File: src/rtl/axis_frame_fifo_arbiter.sv
// axis_frame_fifo_arbiter
// Frame-granular round-robin arbiter feeding one axis_frame_fifo write port.
// A grant is held from the first beat of a frame to its tlast beat, so frames
// from different sources never interleave. FIFO drop_frame pulses are
// attributed to the granted source and counted once per frame (saturating).
//
// Optional build macro: ARB_WATCHDOG_EN adds a stall watchdog that closes a
// frame whose source stops sending (ABORT drives a tlast/tuser beat).
//
// state   | meaning
// --------+--------------------------------------------------------------
// IDLE    | no grant; wait for any source tvalid
// ARB     | one cycle: pick next requester after last_grant (round robin)
// ACTIVE  | granted source passed through combinationally to the FIFO
// ABORT   | watchdog build only: emit tdata=0/tlast/tuser beat, then IDLE

module axis_frame_fifo_arbiter #(
  parameter int PORTS      = 4,
  parameter int DATA_WIDTH = 8,
  parameter int TIMEOUT    = 16
) (
  input  logic                          clk,
  input  logic                          rst_n,
  input  logic [PORTS*DATA_WIDTH-1:0]   input_axis_tdata,
  input  logic [PORTS-1:0]              input_axis_tvalid,
  output logic [PORTS-1:0]              input_axis_tready,
  input  logic [PORTS-1:0]              input_axis_tlast,
  input  logic [PORTS-1:0]              input_axis_tuser,
  output logic [DATA_WIDTH-1:0]         output_axis_tdata,
  output logic                          output_axis_tvalid,
  input  logic                          output_axis_tready,
  output logic                          output_axis_tlast,
  output logic                          output_axis_tuser,
  input  logic                          fifo_drop_frame,
  output logic                          grant_valid,
  output logic [$clog2(PORTS)-1:0]      grant_index,
  output logic [15:0]                   drop_count,
  output logic [$clog2(PORTS)-1:0]      drop_port
);

  localparam int IW = $clog2(PORTS);

`ifdef ARB_WATCHDOG_EN
  typedef enum logic [1:0] {ST_IDLE, ST_ARB, ST_ACTIVE, ST_ABORT} state_t;
  localparam int WW = $clog2(TIMEOUT + 1);
  logic [WW-1:0] r_wd_cnt;
`else
  typedef enum logic [1:0] {ST_IDLE, ST_ARB, ST_ACTIVE} state_t;
`endif

  state_t                r_state;
  state_t                w_state_nxt;
  logic [IW-1:0]         r_last_grant;
  logic [IW-1:0]         r_grant_index;
  logic                  r_grant_valid;
  logic                  r_dropped;
  logic [15:0]           r_drop_count;
  logic [IW-1:0]         r_drop_port;

  logic                  w_found;
  logic [IW-1:0]         w_pick;
  logic [IW-1:0]         w_idx;
  logic [DATA_WIDTH-1:0] w_src_data;
  logic                  w_src_valid;
  logic                  w_src_last;
  logic                  w_src_user;
  logic                  w_grant_load;
  logic                  w_frame_end;

  // Round-robin search: first requester starting at last_grant+1, wrapping.
  always_comb begin
    w_found = 1'b0;
    w_pick  = '0;
    w_idx   = '0;
    for (int k = 1; k <= PORTS; k++) begin
      w_idx = IW'((int'(r_last_grant) + k) % PORTS);
      if (!w_found && input_axis_tvalid[w_idx]) begin
        w_found = 1'b1;
        w_pick  = w_idx;
      end
    end
  end

  // Select the granted source's stream signals.
  always_comb begin
    w_src_data  = input_axis_tdata[int'(r_grant_index)*DATA_WIDTH +: DATA_WIDTH];
    w_src_valid = input_axis_tvalid[r_grant_index];
    w_src_last  = input_axis_tlast[r_grant_index];
    w_src_user  = input_axis_tuser[r_grant_index];
  end

  // FSM state register.
  always_ff @(posedge clk or negedge rst_n) begin
    if (!rst_n) r_state <= ST_IDLE;
    else        r_state <= w_state_nxt;
  end

  // FSM next state and data-path outputs; only ACTIVE opens the pass-through.
  always_comb begin
    w_state_nxt        = r_state;
    input_axis_tready  = '0;
    output_axis_tdata  = '0;
    output_axis_tvalid = 1'b0;
    output_axis_tlast  = 1'b0;
    output_axis_tuser  = 1'b0;
    w_grant_load       = 1'b0;
    w_frame_end        = 1'b0;
    case (r_state)
      ST_IDLE: begin
        if (|input_axis_tvalid) w_state_nxt = ST_ARB;
      end
      ST_ARB: begin
        if (w_found) begin
          w_state_nxt  = ST_ACTIVE;
          w_grant_load = 1'b1;
        end else begin
          w_state_nxt = ST_IDLE;
        end
      end
      ST_ACTIVE: begin
        output_axis_tdata                = w_src_data;
        output_axis_tvalid               = w_src_valid;
        output_axis_tlast                = w_src_last;
        output_axis_tuser                = w_src_user;
        input_axis_tready[r_grant_index] = output_axis_tready;
        if (w_src_valid && output_axis_tready && w_src_last) begin
          w_state_nxt = ST_IDLE;
          w_frame_end = 1'b1;
        end
`ifdef ARB_WATCHDOG_EN
        else if (!w_src_valid && (r_wd_cnt == '0)) begin
          w_state_nxt = ST_ABORT;
        end
`endif
      end
`ifdef ARB_WATCHDOG_EN
      ST_ABORT: begin
        output_axis_tvalid = 1'b1;
        output_axis_tlast  = 1'b1;
        output_axis_tuser  = 1'b1;
        if (output_axis_tready) begin
          w_state_nxt = ST_IDLE;
          w_frame_end = 1'b1;
        end
      end
`endif
      default: w_state_nxt = ST_IDLE;
    endcase
  end

  // Grant bookkeeping: load on arbitration, release and remember at frame end.
  always_ff @(posedge clk or negedge rst_n) begin
    if (!rst_n) begin
      r_grant_valid <= 1'b0;
      r_grant_index <= '0;
      r_last_grant  <= IW'(PORTS - 1);
    end else if (w_grant_load) begin
      r_grant_valid <= 1'b1;
      r_grant_index <= w_pick;
    end else if (w_frame_end) begin
      r_grant_valid <= 1'b0;
      r_last_grant  <= r_grant_index;
    end
  end

  // Drop attribution: first drop pulse of each grant counts, saturating.
  always_ff @(posedge clk or negedge rst_n) begin
    if (!rst_n) begin
      r_dropped    <= 1'b0;
      r_drop_count <= '0;
      r_drop_port  <= '0;
    end else if (w_grant_load) begin
      r_dropped <= 1'b0;
    end else if (fifo_drop_frame && r_grant_valid && !r_dropped) begin
      r_dropped   <= 1'b1;
      r_drop_port <= r_grant_index;
      if (r_drop_count != 16'hFFFF) r_drop_count <= r_drop_count + 16'd1;
    end
  end

`ifdef ARB_WATCHDOG_EN
  // Stall watchdog: down-counter reloaded on grant and on every source beat.
  always_ff @(posedge clk or negedge rst_n) begin
    if (!rst_n) begin
      r_wd_cnt <= WW'(TIMEOUT - 1);
    end else if (w_grant_load || ((r_state == ST_ACTIVE) && w_src_valid)) begin
      r_wd_cnt <= WW'(TIMEOUT - 1);
    end else if ((r_state == ST_ACTIVE) && (r_wd_cnt != '0)) begin
      r_wd_cnt <= r_wd_cnt - WW'(1);
    end
  end
`endif

  assign grant_valid = r_grant_valid;
  assign grant_index = r_grant_index;
  assign drop_count  = r_drop_count;
  assign drop_port   = r_drop_port;

endmodule

File: config.mk
export PLATFORM = sky130hd
export DESIGN_NAME = axis_frame_fifo_arbiter
export DESIGN_NICKNAME = d
export VERILOG_FILES = /design/src/rtl/axis_frame_fifo_arbiter.sv
export SDC_FILE = /design/constraint.sdc
export NUM_CORES = 1
export LEC_CHECK = 0
export BUFFER_PORTS_ARGS = -buffer_cell sky130_fd_sc_hd__buf_2
export CORE_ASPECT_RATIO = 1.5
export CORE_MARGIN = 5
export CORE_UTILIZATION = 30
export DETAILED_ROUTE_END_ITERATION = 12
export PLACE_DENSITY = 0.65
export SKIP_LAST_GASP = 1
export SLEW_MARGIN = 0
export SYNTH_ARGS = -nofsm -noshare
export SYNTH_HDL_FRONTEND = slang
export SYNTH_SLANG_ARGS = --single-unit
export TNS_END_PERCENT = 30
File: constraint.sdc
create_clock -name clk -period 2.4 [get_ports clk]
set_clock_uncertainty 0.15 [all_clocks]
set_input_delay 0.24 -clock clk [delete_from_list [all_inputs] [get_ports clk]]
set_output_delay 0.24 -clock clk [all_outputs]
set_load 0.01 [all_outputs]
After elaboration in Yosys (flattened, before gate mapping)
Index checks and enable logic that the tools add are counted.
{ "word_totals": {"elab_cells": 87, "out_inout_bits": 36, "ff_bits": 26, "mem_count": 0, "in_bits": 48, "mem_bits_ro": 0, "mem_bits_rw": 0, "latch_bits": 0} }
{ "op_classes": {"n_bitwise": 2, "multipliers": 0, "shifts": 1, "n_eq_ne": 5, "muxes": 41, "reduce_logical": 20, "n_addsub": 5, "div": 0, "magnitude_cmp": 6} }
{ "ops": {"columns": ["operator", "count"], "rows": [
  ["indexed part select 32 x 6 -> 8 bit", 1],
  ["2-to-1 mux 1 bit", 23],
  ["adder 16 x 1 -> 16 bit (second input constant)", 1],
  ["inequality test 16 bit (second input constant)", 1],
  ["less-than comparator 2 x 3 -> 1 bit (second input constant)", 5],
  ["binary-select mux 1 bit (select 2 bit)", 7],
  ["2-to-1 mux 2 bit", 7],
  ["logical AND 1 bit", 8],
  ["2-to-1 mux 8 bit", 1],
  ["one-hot mux 2 bit (3 select lines)", 1],
  ["AND reduction 2 bit", 3],
  ["adder 2 x 1 -> 2 bit (second input constant)", 2],
  ["adder 2 bit (second input constant)", 2],
  ["bitwise AND 4 bit", 1],
  ["zero test 1 bit", 4],
  ["2-to-1 mux 4 bit", 1],
  ["inequality test 2 bit (second input constant)", 2],
  ["nonzero test 2 bit", 2],
  ["OR reduction 4 bit", 1],
  ["AND reduction 3 bit", 1],
  ["demux 1 bit (select 2 bit)", 1],
  ["equality test 2 x 1 -> 1 bit (second input constant)", 1],
  ["equality test 2 bit (second input constant)", 1],
  [">= comparator 2 x 1 -> 1 bit (second input constant)", 1],
  ["other kinds (2)", 2]
]} }

Logic depth before layout (Yosys ltp)
{ "depth": {"depth_word": 17, "mapped_depth": 6, "mapped_depth_nobuf": 6} }

Least setup slack after synthesis
OpenSTA, ideal clock, no wires.
{ "synth_path": {"kind": "reg2out", "from": "register r_grant_index[0], in the netlist grant_index[0]", "to": "output output_axis_tdata[3]", "arrival_time_ns": 1.555, "n_path_buf": 2, "setup_slack_ns": 0.455, "stages_incl_launch_ff": 5, "required_ns": 2.010, "cell_sequence": "dfrtp_1 > buf_2 > buf_2 > mux4_2 > and2_1"} }
{ "synth_via": {"elab_chain_len": 2} }
{ "synth_rtl": {"columns": ["item", "line", "rtl"], "rows": [
  ["start, declared", "54", "logic [IW-1:0] r_grant_index;"],
  ["start signal, assigned", "159", "r_grant_index <= w_pick;"],
  ["indexed part select 32 x 6 -> 8 bit", "86", "w_src_data = input_axis_tdata[int'(r_grant_index)*DATA_WIDTH +: DATA_WIDTH];"],
  ["2-to-1 mux 8 bit", "108", "case (r_state)"],
  ["end, declared", "29", "output logic [DATA_WIDTH-1:0] output_axis_tdata,"]
]} }
No other way between the ends.

Worst setup path in the final report
{ "layout_path": {"from": "register r_grant_index[0], in the netlist grant_index[0]", "to": "output output_axis_tdata[6]"} }
Same word-level chain as after synthesis.

==> reports/metrics.cfg <==
[yosys]
yosysMostFrequentCell=dfrtp_1
synth_edf_count=0
syn_inst=145
synth_area_leader_cell=dfrtp_1
syn_nets=194
ys_ff_latch=26
synthArstFlopShare_pct=100
ys_types=31
yosysSeqAreaShare_pct=40.6
yosysTopAreaCellShare_pct=37.4
syn_avg_cell_area_um2=11.1
syn_area_mm2=0.00161
synth_warnings=0
synth_top_cells_by_count=dfrtp_1, nand2_1, and2_1
synthTopCellsByArea=dfrtp_1, mux4_2, xnor2_1
synthFlopType=dfrtp_1

[floorplan]
die-area_mm2=0.00695
fp-row-count=32
coreArea_mm2=0.00516
initial_core_util_pct=31.1
die_h_um=99.7
ioPinCount=84
die_w_um=69.8

[pwr]
irDropWorstVdd_mv=0.566
powerDensity_mw_per_mm2=892
leakagePower_nw=1.06

[cts]
cts_resized=0
cts_tree=yes
cts_made_buffers=3
clock-sinks=26
root_buffer=clkbuf_8
clock_path_buffers=2
htree_num_levels=1
insertion_delay_ns=0.27
path_clk_slew_ns=0.08

[drt]
drtIter0Drc=32
routed-via-count=1479
via_per_inst=4.91
wirelength_um=4410
first_pass_iters=4
wire_per_inst_um=14.6
ant_nets=0
drc=0

[global_routing]
grt_usage_pct=13.4
grt_pass1_wl_um=7620
antenna_found_initial=0
grt_pass1_vias=1564
overflow=0
grt_max_degree=27

[min_path]
hold_class=input pin to register

[timing]
max_freq_ghz=0.463
slew_headroom_pct=61.7
layout_min_cycle_time_ns=2.16
hold_violations=0
hold_ws_ns=0.177
slew_viol_final=0
fin_setup_tns_ns=0
finalSetupViolations=0
tightest_slew_ns=0.575
rsz0062_at_grt=false
min_period_over_period_pct=89.9

[place]
io_buffers=83
dp_hpwl_um=3670
dp_cells=296
gp_congestion=0.912

[critical_path]
cp-end-kind=output port
crit_type=register to output port
start_kind=register
required_ns=2.01
critPathArrivalTime_ns=1.77
path_max_fanout=7

[run]
cap_violations=0

[finish]
antennaDiodeCount=0
final_core_util_pct=42.2
area_growth_pct=35.6
fin_cells=301
fin_nets=283
fillers=525
drive_gt1_share_pct=48.9

[status]
outcome=finished, final reports clean

critical path, cell delays in order, from the launching register on:
cell     delay, ns
dfrtp_1       0.47
buf_4         0.22
mux4_2        0.52
and2_1        0.17
buf_2         0.13
per-layer routing:
metal | GRT usage, % | vias up | share of wire [%]
met5 | 0 | - | 0
met4 | 4.13 | 0 | 1.8
met3 | 3.94 | 8 | 11
met2 | 23.2 | 81 | 49
met1 | 15.9 | 687 | 39
li1 | - | 703 | -
report_power, final:
part / switching (W) / total, W / internal (W)
sequential: 0.000144 / 0.000717 / 0.000573
clock: 0.000132 / 0.000251 / 0.000119
combinational: 0.000476 / 0.000978 / 0.000501
cell usage in the layout, fill, tap and decap left out, types with 3 or more instances in the layout:
cell and count:
and3_1 4, nand2b_1 4, inv_1 4, xor2_1 3
nand3_1 7, nand2_1 14, nor2_1 8, o21ai_0 6
mux2_2 5, dfrtp_1 24, buf_4 5, nor3_1 3
a21oi_1 4, clkbuf_8 3, nand4_1 8, buf_2 83
and2_1 11, mux4_2 10, xnor2_1 9
area by class of cell:
type / instances / area [um2] / area share, %
flip-flops and latches: 26 / 653 / 30.0
clock buffers: 4 / 45.0 / 2.07
well taps: 68 / 85.1 / 3.90
multi-input cells: 110 / 918 / 42.1
repair buffers: 89 / 463 / 21.2
inverters: 4 / 15.0 / 0.689
final timing paths:
path,endpoint,slack (ns),startpoint,cells past startpoint
min,r_dropped,0.18,fifo_drop_frame,3
min reg2reg,drop_count[11],0.36,drop_count[11],1
min in group asynchronous,drop_count[14],0.35,rst_n,2
max reg2reg,drop_count[14],0.49,drop_count[0],5
max,output_axis_tdata[6],0.24,grant_index[0],4
max in group asynchronous,r_last_grant[1],1.37,rst_n,2
cell families (layout without fill, tap and decap cells):
logic type      after synthesis  count (layout)  synth area share, %
xor+xnor                     12              12                 6.54
simple gates                 64              64                 22.4
buf+inv                       9              97                 2.26
flops                        26              26                 40.6
mux                          18              18                 20.4
compound gates               15              15                 7.00
fa+ha+maj                     1               1                0.778
through the flow:
stage / total power [W] / instance area (um2) / worst slack, ns
4_1_cts: 0.00198 / 2180 / 0.202
2_1_floorplan: 0.00135 / 1610 / 0.455
3_5_place_dp: 0.00172 / 2120 / 0.283
6_report: 0.00194 / 2180 / 0.241
3_3_place_gp: 0.00171 / 2120 / 0.293
5_1_grt: 0.00212 / 2180 / 0.140
sequential cells by signal (all words and copies together) (netlist names):
register,count
drop_port,2
grant_valid,1
drop_count,16
grant_index,2
r_dropped,1
r_state,2
r_last_grant,2
timing repair:
item                                   4_1_cts  5_1_grt
hold buffers                                 1        0
setup endpoints to repair                    0        0
endpoints found under the hold margin       24        0
buffers inserted                             0        0
No activity file was read; power rests on OpenSTA's default activity.
